$ cat src/rtl/mem_access_lsu_if.sv
// Signal bundle between the LSU, the MEM stage and the SRAM-like data bus.
// The LSU owns the bus side, so it takes the master view; the environment takes the slave view.
interface mem_access_lsu_if #(
    parameter int ADDR_W = 32
);
    logic              req_valid;
    logic              req_ready;
    logic [5:0]        req_op;
    logic [ADDR_W-1:0] req_addr;
    logic [31:0]       req_wdata;
    logic              flush;

    logic              resp_valid;
    logic [31:0]       resp_rdata;
    logic              resp_adel;
    logic              resp_ades;
    logic [ADDR_W-1:0] resp_bad_addr;

    logic              data_req;
    logic              data_wr;
    logic [1:0]        data_size;
    logic [ADDR_W-1:0] data_addr;
    logic [3:0]        data_wstrb;
    logic [31:0]       data_wdata;
    logic              data_addr_ok;
    logic              data_data_ok;
    logic [31:0]       data_rdata;

    modport master (
        input  req_valid, req_op, req_addr, req_wdata, flush,
        input  data_addr_ok, data_data_ok, data_rdata,
        output req_ready,
        output resp_valid, resp_rdata, resp_adel, resp_ades, resp_bad_addr,
        output data_req, data_wr, data_size, data_addr, data_wstrb, data_wdata
    );

    modport slave (
        output req_valid, req_op, req_addr, req_wdata, flush,
        output data_addr_ok, data_data_ok, data_rdata,
        input  req_ready,
        input  resp_valid, resp_rdata, resp_adel, resp_ades, resp_bad_addr,
        input  data_req, data_wr, data_size, data_addr, data_wstrb, data_wdata
    );
endinterface

$ cat src/rtl/mem_access_lsu.sv
// In-order load/store unit: alignment check, strobes, up to DEPTH outstanding bus accesses, 0-latency responses.
// Optional MEM_KSEG_MAP_EN maps kseg0/kseg1 virtual addresses (0x8/0xB top nibble) to physical.
module mem_access_lsu #(
    parameter int ADDR_W = 32,
    parameter int DEPTH  = 2
) (
    input  logic             clk,
    input  logic             rst,
    mem_access_lsu_if.master bus
);
    localparam logic [5:0] OP_LB  = 6'h20, OP_LH  = 6'h21, OP_LW = 6'h23, OP_LBU = 6'h24;
    localparam logic [5:0] OP_LHU = 6'h25, OP_SB  = 6'h28, OP_SH = 6'h29, OP_SW  = 6'h2b;
    localparam int PW = (DEPTH > 1) ? $clog2(DEPTH) : 1;
    localparam int CW = $clog2(DEPTH + 1);

    typedef struct packed {
        logic [5:0]        op;
        logic [1:0]        lo;
        logic              exc;
        logic              killed;
        logic [ADDR_W-1:0] vaddr;
    } entry_t;

    typedef enum logic {IDLE, REQ} state_t;

    function automatic logic is_load(input logic [5:0] op);
        return op inside {OP_LB, OP_LBU, OP_LH, OP_LHU, OP_LW};
    endfunction

    function automatic logic is_store(input logic [5:0] op);
        return op inside {OP_SB, OP_SH, OP_SW};
    endfunction

    function automatic logic [PW-1:0] ptr_inc(input logic [PW-1:0] p);
        return (p == PW'(DEPTH - 1)) ? '0 : p + 1'b1;
    endfunction

    state_t            state, state_nxt;
    entry_t            q [DEPTH];
    entry_t            head;
    logic [PW-1:0]     wr_ptr, rd_ptr;
    logic [CW-1:0]     count;
    logic              req_ld, req_st, req_exc;
    logic [1:0]        req_sz;
    logic [3:0]        req_strb;
    logic [31:0]       req_wd;
    logic [ADDR_W-1:0] req_pa;
    logic              accept, issue_new, retire;
    logic [7:0]        lane_b;
    logic [15:0]       lane_h;
    logic [31:0]       fmt;

    always_comb begin
        req_ld = is_load(bus.req_op);
        req_st = is_store(bus.req_op);
        case (bus.req_op)
            OP_LB, OP_LBU, OP_SB: req_sz = 2'd0;
            OP_LH, OP_LHU, OP_SH: req_sz = 2'd1;
            default:              req_sz = 2'd2;
        endcase
        req_exc = (req_ld || req_st) &&
                  ((req_sz == 2'd1 && bus.req_addr[0]) || (req_sz == 2'd2 && bus.req_addr[1:0] != 2'b00));
        case (req_sz)
            2'd0: begin
                req_strb = 4'b0001 << bus.req_addr[1:0];
                req_wd   = {4{bus.req_wdata[7:0]}};
            end
            2'd1: begin
                req_strb = bus.req_addr[1] ? 4'b1100 : 4'b0011;
                req_wd   = {2{bus.req_wdata[15:0]}};
            end
            default: begin
                req_strb = 4'b1111;
                req_wd   = bus.req_wdata;
            end
        endcase
        if (!req_st) req_strb = 4'b0000;
    end

`ifdef MEM_KSEG_MAP_EN
    logic [ADDR_W+31:0] pa_ext;
    always_comb begin
        pa_ext = {32'b0, bus.req_addr};
        if (pa_ext[31:28] == 4'hB)      pa_ext[31:28] = 4'h1;
        else if (pa_ext[31:28] == 4'h8) pa_ext[31:28] = 4'h0;
        req_pa = pa_ext[ADDR_W-1:0];
    end
`else
    assign req_pa = bus.req_addr;
`endif

    assign accept    = bus.req_valid && bus.req_ready;
    assign issue_new = accept && !req_exc;
    assign head      = q[rd_ptr];
    // Exception heads retire on their own; data_data_ok only ever belongs to an issued head.
    assign retire    = (count != '0) && (head.exc || bus.data_data_ok);

    always_ff @(posedge clk or posedge rst) begin
        if (rst) state <= IDLE;
        else     state <= state_nxt;
    end

    always_comb begin
        state_nxt = state;
        case (state)
            IDLE:    if (issue_new) state_nxt = REQ;
            REQ:     if (issue_new) state_nxt = REQ;
                     else if (bus.data_addr_ok) state_nxt = IDLE;
            default: state_nxt = IDLE;
        endcase
    end

    always_comb begin
        bus.data_req  = (state == REQ);
        bus.req_ready = !bus.flush && (count < CW'(DEPTH)) && (state == IDLE || bus.data_addr_ok);
    end

    always_ff @(posedge clk or posedge rst) begin
        if (rst) begin
            bus.data_wr    <= 1'b0;
            bus.data_size  <= 2'd0;
            bus.data_addr  <= '0;
            bus.data_wstrb <= 4'b0000;
            bus.data_wdata <= 32'b0;
        end else if (issue_new) begin
            bus.data_wr    <= req_st;
            bus.data_size  <= req_sz;
            bus.data_addr  <= req_pa;
            bus.data_wstrb <= req_strb;
            bus.data_wdata <= req_wd;
        end
    end

    always_ff @(posedge clk or posedge rst) begin
        if (rst) begin
            for (int i = 0; i < DEPTH; i++) q[i] <= '0;
            wr_ptr <= '0;
            rd_ptr <= '0;
            count  <= '0;
        end else begin
            if (bus.flush) begin
                for (int i = 0; i < DEPTH; i++) q[i].killed <= 1'b1;
            end
            if (accept) begin
                q[wr_ptr] <= '{op: bus.req_op, lo: bus.req_addr[1:0], exc: req_exc,
                               killed: 1'b0, vaddr: bus.req_addr};
                wr_ptr    <= ptr_inc(wr_ptr);
            end
            if (retire) rd_ptr <= ptr_inc(rd_ptr);
            count <= count + CW'(accept) - CW'(retire);
        end
    end

    always_comb begin
        case (head.lo)
            2'd0:    lane_b = bus.data_rdata[7:0];
            2'd1:    lane_b = bus.data_rdata[15:8];
            2'd2:    lane_b = bus.data_rdata[23:16];
            default: lane_b = bus.data_rdata[31:24];
        endcase
        lane_h = head.lo[1] ? bus.data_rdata[31:16] : bus.data_rdata[15:0];
        case (head.op)
            OP_LB:   fmt = {{24{lane_b[7]}}, lane_b};
            OP_LBU:  fmt = {24'b0, lane_b};
            OP_LH:   fmt = {{16{lane_h[15]}}, lane_h};
            OP_LHU:  fmt = {16'b0, lane_h};
            OP_LW:   fmt = bus.data_rdata;
            default: fmt = 32'b0;
        endcase
        bus.resp_valid    = retire && !head.killed;
        bus.resp_rdata    = (bus.resp_valid && !head.exc) ? fmt : 32'b0;
        bus.resp_adel     = bus.resp_valid && head.exc && is_load(head.op);
        bus.resp_ades     = bus.resp_valid && head.exc && is_store(head.op);
        bus.resp_bad_addr = (bus.resp_valid && head.exc) ? head.vaddr : '0;
    end
endmodule

$ cat src/flat_wrapper.sv
// flat-port wrapper written by rule: the top's interface ports become plain ports
module mem_access_lsu_flat 
#(
    parameter int ADDR_W = 32,
    parameter int DEPTH  = 2
)
  (clk, rst, bus_req_valid, bus_req_op, bus_req_addr, bus_req_wdata, bus_flush, bus_data_addr_ok, bus_data_data_ok, bus_data_rdata, bus_req_ready, bus_resp_valid, bus_resp_rdata, bus_resp_adel, bus_resp_ades, bus_resp_bad_addr, bus_data_req, bus_data_wr, bus_data_size, bus_data_addr, bus_data_wstrb, bus_data_wdata);
  mem_access_lsu_if #(.ADDR_W(ADDR_W)) bus_i ();
  input  logic clk;
  input  logic rst;
  input wire logic [$bits(bus_i.req_valid)-1:0] bus_req_valid;
  input wire logic [$bits(bus_i.req_op)-1:0] bus_req_op;
  input wire logic [$bits(bus_i.req_addr)-1:0] bus_req_addr;
  input wire logic [$bits(bus_i.req_wdata)-1:0] bus_req_wdata;
  input wire logic [$bits(bus_i.flush)-1:0] bus_flush;
  input wire logic [$bits(bus_i.data_addr_ok)-1:0] bus_data_addr_ok;
  input wire logic [$bits(bus_i.data_data_ok)-1:0] bus_data_data_ok;
  input wire logic [$bits(bus_i.data_rdata)-1:0] bus_data_rdata;
  output wire logic [$bits(bus_i.req_ready)-1:0] bus_req_ready;
  output wire logic [$bits(bus_i.resp_valid)-1:0] bus_resp_valid;
  output wire logic [$bits(bus_i.resp_rdata)-1:0] bus_resp_rdata;
  output wire logic [$bits(bus_i.resp_adel)-1:0] bus_resp_adel;
  output wire logic [$bits(bus_i.resp_ades)-1:0] bus_resp_ades;
  output wire logic [$bits(bus_i.resp_bad_addr)-1:0] bus_resp_bad_addr;
  output wire logic [$bits(bus_i.data_req)-1:0] bus_data_req;
  output wire logic [$bits(bus_i.data_wr)-1:0] bus_data_wr;
  output wire logic [$bits(bus_i.data_size)-1:0] bus_data_size;
  output wire logic [$bits(bus_i.data_addr)-1:0] bus_data_addr;
  output wire logic [$bits(bus_i.data_wstrb)-1:0] bus_data_wstrb;
  output wire logic [$bits(bus_i.data_wdata)-1:0] bus_data_wdata;
  assign bus_i.req_valid = bus_req_valid;
  assign bus_i.req_op = bus_req_op;
  assign bus_i.req_addr = bus_req_addr;
  assign bus_i.req_wdata = bus_req_wdata;
  assign bus_i.flush = bus_flush;
  assign bus_i.data_addr_ok = bus_data_addr_ok;
  assign bus_i.data_data_ok = bus_data_data_ok;
  assign bus_i.data_rdata = bus_data_rdata;
  assign bus_req_ready = bus_i.req_ready;
  assign bus_resp_valid = bus_i.resp_valid;
  assign bus_resp_rdata = bus_i.resp_rdata;
  assign bus_resp_adel = bus_i.resp_adel;
  assign bus_resp_ades = bus_i.resp_ades;
  assign bus_resp_bad_addr = bus_i.resp_bad_addr;
  assign bus_data_req = bus_i.data_req;
  assign bus_data_wr = bus_i.data_wr;
  assign bus_data_size = bus_i.data_size;
  assign bus_data_addr = bus_i.data_addr;
  assign bus_data_wstrb = bus_i.data_wstrb;
  assign bus_data_wdata = bus_i.data_wdata;
  mem_access_lsu #(.ADDR_W(ADDR_W), .DEPTH(DEPTH)) u_core (.clk(clk), .rst(rst), .bus(bus_i));
endmodule
$ cat config.mk
export PLATFORM = sky130hd
export DESIGN_NAME = mem_access_lsu_flat
export DESIGN_NICKNAME = d
export VERILOG_FILES = /design/src/rtl/mem_access_lsu_if.sv /design/src/rtl/mem_access_lsu.sv /design/src/flat_wrapper.sv
export SDC_FILE = /design/constraint.sdc
export NUM_CORES = 1
export LEC_CHECK = 0
export ABC_AREA = 1
export CAP_MARGIN = 20
export CORE_MARGIN = 3
export CORE_UTILIZATION = 31
export CTS_BUF_LIST = sky130_fd_sc_hd__clkbuf_8
export CTS_CLUSTER_SIZE = 28
export DETAILED_ROUTE_END_ITERATION = 6
export SYNTH_ARGS = -nofsm -noshare
export SYNTH_HDL_FRONTEND = slang
export SYNTH_SLANG_ARGS = --single-unit
$ cat constraint.sdc
create_clock -name clk -period 7.68 [get_ports clk]
set_input_delay 1.92 -clock clk [delete_from_list [all_inputs] [get_ports clk]]
set_output_delay 1.92 -clock clk [all_outputs]
set_load 0.05 [all_outputs]
# Word level (Yosys, flattened, before mapping)
# Cells that the tools add are included.
# op_classes
addsub	4
magnitude_cmp	4
eq_ne	20
shifts	1
muxes	25
bitwise	3
reduce_logical	32
# op_table
cell	n
42-bit 2-to-1 mux	4
32-bit one-hot mux with 5 select lines	1
6-bit equality test (second input constant)	16
84-bit bitwise mux	1
75-bit 2-to-1 mux	1
32-bit 2-to-1 mux	2
32-bit one-hot mux with 2 select lines	1
42-bit demux with 1-bit select	1
8-bit one-hot mux with 3 select lines	1
16-bit 2-to-1 mux	1
1-bit logical AND	14
5-bit nonzero test	2
4-bit 2-to-1 mux	2
4-bit one-hot mux with 2 select lines	1
1-bit 2-to-1 mux	7
3-bit nonzero test	2
3-bit OR reduction	2
2-bit by 1-bit equality test with 1-bit output (second input constant)	2
2-bit equality test (second input constant)	2
2-bit >= comparator (second input constant)	2
1-bit zero test	4
2-bit zero test	2
1-bit logical OR	4
1-bit inverter with 2-bit output	2
10 further kinds	12
# totals
regBits	160
output_inout_bits	140
word_cells	108

# Depth between registers and ports, before layout
# Gate-level depths: netlist (run 1).
# depth
ltp_word	11
depth_mapped	13
mapped_depth_nobuf	11

# Least setup slack after synthesis (run 1)
# No wires, ideal clock.
# synth_timing
kind	input -> output
from	input bus_data_data_ok
to	output bus_resp_ades
t_arrival_ps	3564
slack_ps	2196
path_stages	6
path_buffers	0
path_cell_list	inv_1 > nand2_1 > nand3_1 > inv_2 > nand2_1 > nor3_1
# synth_via
elab_chain_cells	5
# synth_lines
item	line	rtl
start: declaration	flat_wrapper.sv:17	input wire logic [$bits(bus_i.data_data_ok)-1:0] bus_data_data_ok;
1-bit logical OR	mem_access_lsu.sv:96	assign retire = (count != '0) && (head.exc || bus.data_data_ok);
1-bit logical AND	mem_access_lsu.sv:96	
1-bit logical AND	mem_access_lsu.sv:170	bus.resp_valid = retire && !head.killed;
net bus_resp_valid	flat_wrapper.sv:20	output wire logic [$bits(bus_i.resp_valid)-1:0] bus_resp_valid;
1-bit logical AND (2 in a row)	mem_access_lsu.sv:173	bus.resp_ades = bus.resp_valid && head.exc && is_store(head.op);
end: declaration	flat_wrapper.sv:23	output wire logic [$bits(bus_i.resp_ades)-1:0] bus_resp_ades;
# The timed path passes the listed nets, and every way through them passes these cells.

# Worst setup path in the final report (run 1)
# layout_timing
from	input bus_data_rdata[31]
to	output bus_resp_rdata[8]
# layout_via
elab_chain_cells	3
# layout_lines
item	line	rtl
start: declaration	flat_wrapper.sv:18	input wire logic [$bits(bus_i.data_rdata)-1:0] bus_data_rdata;
8-bit one-hot mux with 3 select lines	mem_access_lsu.sv:155	case (head.lo)
32-bit one-hot mux with 5 select lines	mem_access_lsu.sv:162	case (head.op)
32-bit 2-to-1 mux	mem_access_lsu.sv:171	bus.resp_rdata = (bus.resp_valid && !head.exc) ? fmt : 32'b0;
end: declaration	flat_wrapper.sv:21	output wire logic [$bits(bus_i.resp_rdata)-1:0] bus_resp_rdata;
# Every way passes these cells.

==> results of run 1 <==
[final cells by class]
type	instances	area, µm²
inverter	121	459
fill	2739	14800
timing repair buffer	256	2540
multi-input combinational	790	3570
clock buffer	17	234
sequential	156	3910
clock inverter	15	203
tap	335	419
[per-layer routing]
layer	up-vias	wire length, µm	share of wire (%)	GRT usage, %
met5	-	13	0.050	0
met2	252	11800	46	30.0
li1	3983	-	-	-
met1	3602	11200	43	23.3
met3	23	2430	9.4	6.85
met4	2	342	1.3	4.27
[sequential cells by signal, indices dropped and copies added, names as in the netlist]
register	flops
u_core.q	80
u_core.wr_ptr	1
u_core.bus.data_wdata	32
u_core.bus.data_req	1
u_core.bus.data_addr	32
u_core.bus.data_wr	1
u_core.rd_ptr	1
u_core.count	2
u_core.bus.data_wstrb	4
u_core.bus.data_size	2
[worst max-delay path, stage by stage]
cell and delay [ns]:
clkdlybuf4s50_1 0.55, nand3_1 0.10, nand4_1 0.11, nand2_1 0.61, a21oi_1 0.35, clkdlybuf4s50_1 0.83
[path summary, 6_finish.rpt]
path                            cells after the start  slack (ns)                 to                 from
worst max-delay path                                6        1.27  bus_resp_rdata[8]   bus_data_rdata[31]
worst min-delay path                                1        0.48       u_core.q[74]         u_core.q[74]
worst max register to register                      7        5.47       u_core.q[11]  u_core.bus.data_req
worst min register to register                      1        0.48       u_core.q[74]         u_core.q[74]
max in group asynchronous                           3        4.31       u_core.q[18]                  rst
min in group asynchronous                           2        1.98       u_core.q[62]                  rst
[per-stage QoR]
step                      std cells  setup slack (ns)
final                          1690              1.27
after floorplan                1128              1.55
after global placement         1658              1.32
after CTS                      1690              1.25
after global routing           1690              1.13
after detailed placement       1658              1.26
[cells in the final DEF, fill, tap and decap left out, drive strengths merged]
cell type	instances
nand3b	1
dfrtp	156
clkdlybuf4s50	247
nor2	75
nor3	2
nand4	1
o21a	2
clkinv	8
a21oi	64
ha	2
o21ai	161
and3	1
o211ai	9
or2	2
nand2	407
xnor2	2
xor2	1
clkbuf	17
nand3	59
bufinv	2
inv	126
and2	1
buf	9
[kinds of logic after synthesis]
family / after synthesis / synth area share (%)
XOR/XNOR: 3 / 0.318
buffers and inverters: 182 / 9.56
flip-flops: 156 / 47.3
adder cells (fa/ha/maj): 2 / 0.303
AO/OA/AOI/OAI: 236 / 15.8
AND/OR/NAND/NOR: 549 / 26.7
[power groups by stage]
stage          clock network (W)  registers [W]  logic [W]
6_report                0.000677        0.00141    0.00218
5_1_grt                 0.000736        0.00146    0.00242
4_1_cts                 0.000703        0.00141    0.00221
3_5_place_dp                   0        0.00142    0.00220
3_3_place_gp                   0        0.00141    0.00219
2_1_floorplan                  0        0.00200   0.000936
==> impl_metrics.json, run 1 <==
{
  "switching_share_pct": 48.5,
  "p_sw_w": 0.00207,
  "cts-htree-levels": 4,
  "fp.dieW_um": 169,
  "place_congestion": 0.871,
  "p_comb_share_pct": 51.2,
  "fin_skew_ns": 0.0214,
  "path_max_fanout": 24,
  "route.detailed.drc": 0,
  "synth_top_flop_cell": "dfrtp_1",
  "rsz0062_at_grt": "false",
  "synth.most_common_cell": "nand2_1",
  "worstPathArrival_ns": 4.49,
  "path_class": "input pin to output port",
  "postLayoutCoreUtil_pct": 43.4,
  "drtIter0Drc": 483,
  "layout_worst_path_cycle_share_pct": 83.4,
  "rows": 59,
  "seqPwrFrac_pct": 33.0,
  "wirelength_um": 25900,
  "antenna_found_initial": 1,
  "clkLatencyLatePin_ns": 0.46,
  "setup-violations-final": 0,
  "place_area_mm2": 0.0109,
  "yosysTopAreaCellShare_pct": 47.3,
  "outcome": "complete, no violations",
  "cts_buffers": 17,
  "coreArea_mm2": 0.0261,
  "total_leakage_power_nw": 5.26,
  "powerDensity_mw_per_mm2": 376,
  "yosysWarnings": 0,
  "synth.largest_area_cell": "dfrtp_1",
  "syn2layout_area_growth_pct": 37.2,
  "cts_buffer_depth": 2,
  "grt_pass1_wl_um": 42300,
  "yosysSeqAreaShare_pct": 47.3,
  "ctsResizeCount": 0,
  "cts_hold_buf": 0,
  "boundaryPins": 248,
  "track_usage_pct": 18.4,
  "ant_nets": 0,
  "period_needed_ns": 6.41,
  "die_y_um": 169,
  "grt_pass1_vias": 7761,
  "crit_path_end_kind": "output port",
  "power.total_w": 0.00427,
  "netlist_area_mm2": 0.00826,
  "die_area_mm2": 0.0286,
  "hp-class": "register to register",
  "wl_per_cell_um": 15.3,
  "netlist_top_cells_count": "nand2_1 (400), dfrtp_1 (156), o21ai_0 (146)",
  "cp.required_ns": 5.76,
  "portBuffers": 247,
  "cts-root-buf": "clkbuf_8",
  "antenna_cells": 0,
  "cp-start-kind": "input pin",
  "cts_setup_buffers": 0,
  "fmax_ghz": 0.156,
  "start_util_pct": 31.6,
  "cts.sinks": 156,
  "ys_ff_latch": 156,
  "report.final.slew_viol_count": 0,
  "vias": 7862,
  "syn_inst": 1128,
  "layout.nets": 1452,
  "clkPwrFrac_pct": 15.9,
  "maxCapViolCount": 0,
  "vias_per_cell": 4.65,
  "grt_overflow": 0,
  "drt_pass1_iterations": 5,
  "worst_pin_slew_ns": 1.06,
  "synth.net_count": 1238,
  "synthArstFlopShare_pct": 100,
  "grt_max_degree": 95,
  "drive_gt1_share_pct": 7.53,
  "final_area_mm2": 0.0113,
  "ir_drop_uv": 221,
  "hold_ws_ns": 0.480,
  "avgSynthCellArea_um2": 7.32,
  "clk_pin_slew_ns": 0.09,
  "synth.area.top_cells": "dfrtp_1 (47%), nand2_1 (18%), o21ai_0 (8.8%)",
  "p_int_w": 0.00220,
  "relSlewSlack_pct": 29.2,
  "fin_setup_tns_ns": 0,
  "synth_edf_count": 0,
  "hold_violations": 0,
  "dpl.hpwl_um": 18600,
  "synth.distinct_cells": 35,
  "cts_tree": "done"
}
No activity file was read; power rests on OpenSTA's default activity.
==> run 2: changes to the inputs <==
clock period = 6.4 ns   (was 7.68 ns; I/O delays follow)
==> run 2 against run 1 <==
Effect of this change:
- core utilization rose by 0.057 points
- combinational power rose by 20%
- sequential cell count did not move
- final area rose by 0.13%
- clock-buffer cell count did not move
- clock power rose by 22%
- critical path depth rose by 2
- sequential share of layout area barely moved
- sequential power rose by 21%
- global-route usage fell by 0.28 points
- die area did not move
==> impl_metrics.json, run 2 (synthesis results as in run 1) <==
{
  "wirelength_um": 26000,
  "worst_path_max_delay_cell": "clkdlybuf4s50_1",
  "rows": 59,
  "worst_pin_slew_ns": 0.988,
  "period_needed_ns": 5.68,
  "layout.nets": 1454,
  "hold_violations": 0,
  "largest_reg_flops": 80,
  "crit_path_end_kind": "output port",
  "cts.sinks": 156,
  "die_area_mm2": 0.0286,
  "coreArea_mm2": 0.0261,
  "hp-class": "register to register",
  "vias_per_cell": 4.67,
  "cts_hold_buf": 0,
  "grt_pass1_wl_um": 41400,
  "seq_area_mm2": 0.00391,
  "maxCapViolCount": 0,
  "cp-start-kind": "input pin",
  "stdcell_count": 1692,
  "setup-violations-final": 0,
  "ctsResizeCount": 0,
  "track_usage_pct": 18.1,
  "cts_setup_buffers": 0,
  "grt_use_met3_pct": 6.50,
  "report.final.slew_viol_count": 0,
  "cts-root-buf": "clkbuf_8",
  "cts_tree": "done",
  "path_class": "input pin to output port",
  "grt_overflow": 0,
  "layout_worst_path_cycle_share_pct": 88.7,
  "vias": 7898,
  "drt_pass1_iterations": 5,
  "ant_nets": 0,
  "wl_per_cell_um": 15.4,
  "grt_max_degree": 90,
  "total_leakage_power_nw": 5.30,
  "fin_setup_tns_ns": 0,
  "fmax_ghz": 0.176,
  "met1_usage_pct": 23.9,
  "antenna_found_initial": 1,
  "hold_ws_ns": 0.481,
  "postLayoutCoreUtil_pct": 43.4,
  "worstPathCellList": "clkdlybuf4s50_1, inv_1, nand2_1, nand3_1, nor2_2, nand2_2, a21oi_1, clkdlybuf4s50_1",
  "crit_top_cell": "clkdlybuf4s50_1",
  "cp.required_ns": 4.80,
  "die_y_um": 169,
  "reg_top3": "u_core.q x80, u_core.bus.data_addr x32, u_core.bus.data_wdata x32",
  "grt_pass1_vias": 7541,
  "slowest_delay_ns": 0.84,
  "regMostFlops": "u_core.q",
  "ir_drop_uv": 298,
  "boundaryPins": 248,
  "route.detailed.drc": 0,
  "path_max_fanout": 25,
  "final_cell_mix": "nand2_1 (399), clkdlybuf4s50_1 (237), dfrtp_1 (155)",
  "layout_commonest_cell": "nand2_1",
  "outcome": "complete, no violations",
  "dpl.cell_count": 1659,
  "cts-htree-levels": 4,
  "fillers": 2722,
  "powerDensity_mw_per_mm2": 453,
  "clk_pin_slew_ns": 0.09,
  "worstPathArrival_ns": 4.08,
  "cts_buffer_depth": 2,
  "multi_input_area_mm2": 0.00357,
  "antenna_cells": 0,
  "cts_buffers": 17,
  "fp.dieW_um": 169,
  "power.total_w": 0.00514,
  "relSlewSlack_pct": 34.1,
  "dpl.hpwl_um": 18800,
  "clkLatencyLatePin_ns": 0.46,
  "drtIter0Drc": 491,
  "start_util_pct": 31.6,
  "use_met2_pct": 28.7,
  "place_congestion": 0.877,
  "drive_gt1_share_pct": 8.40,
  "fin_skew_ns": 0.0210,
  "rsz0062_at_grt": "false",
  "portBuffers": 247,
  "gr-max-usage-layer": "met2",
  "holdPathStages": 1,
  "syn2layout_area_growth_pct": 37.4,
  "ff2ff_path_depth": 7
}
run 2: cell types whose count changed in the layout (fill, tap and decap cells not counted):
cell             previous run  this run
buf_4                       9        20
clkdlybuf4s50_1           247       237
clkinv_8                    3         5
buf_8                       0         1
clkinv_2                    1         0
clkinv_4                    2         1
clkinvlp_4                  0         1
inv_6                       4         3
run 2: final timing paths:
check                                         start                  endpoint  slack (ns)
worst max-delay path               bus_data_data_ok         bus_resp_rdata[7]        0.72
worst min-delay path                   u_core.q[74]              u_core.q[74]        0.48
worst max register to register  u_core.bus.data_req              u_core.q[16]        4.17
worst min register to register         u_core.q[74]              u_core.q[74]        0.48
max in group asynchronous                       rst  u_core.bus.data_addr[13]        3.63
min in group asynchronous                       rst  u_core.bus.data_addr[20]        1.59
run 2: layer usage:
metal	wire length (µm)	share of wire [%]
met5	13	0.050
met4	282	1.1
met3	2290	8.8
met2	11700	45
met1	11700	45
run 2: area by class of cell:
| class | count | share of cell area, % |
|---|---|---|
| Timing Repair Buffer | 258 | 22.4 |
| Clock inverter | 15 | 1.94 |
| Multi-Input combinational cell | 790 | 31.5 |
| Sequential cell | 156 | 34.4 |
| Clock buffer | 17 | 2.06 |
| Inverter | 121 | 4.05 |
| Tap cell | 335 | 3.69 |
run 2: worst max-delay path: cells and delay by family:
family | cells | cell delay, ns
buf+inv | 3 | 1.33
simple gates | 4 | 0.85
compound gates | 1 | 0.29
run 2: power breakdown:
part	switching [W]	leakage [nW]	internal [W]
clock	0.000451	0.222	0.000376
sequential	0.000260	1.94	0.00144
combinational	0.00178	3.13	0.000822
run 2: through the flow:
step	instance area [µm²]	worst slack, ns
4_1_cts	11300	0.711
5_1_grt	11300	0.546
2_1_floorplan	8260	0.593
6_report	11300	0.721
3_3_place_gp	10900	0.775
3_5_place_dp	10900	0.718
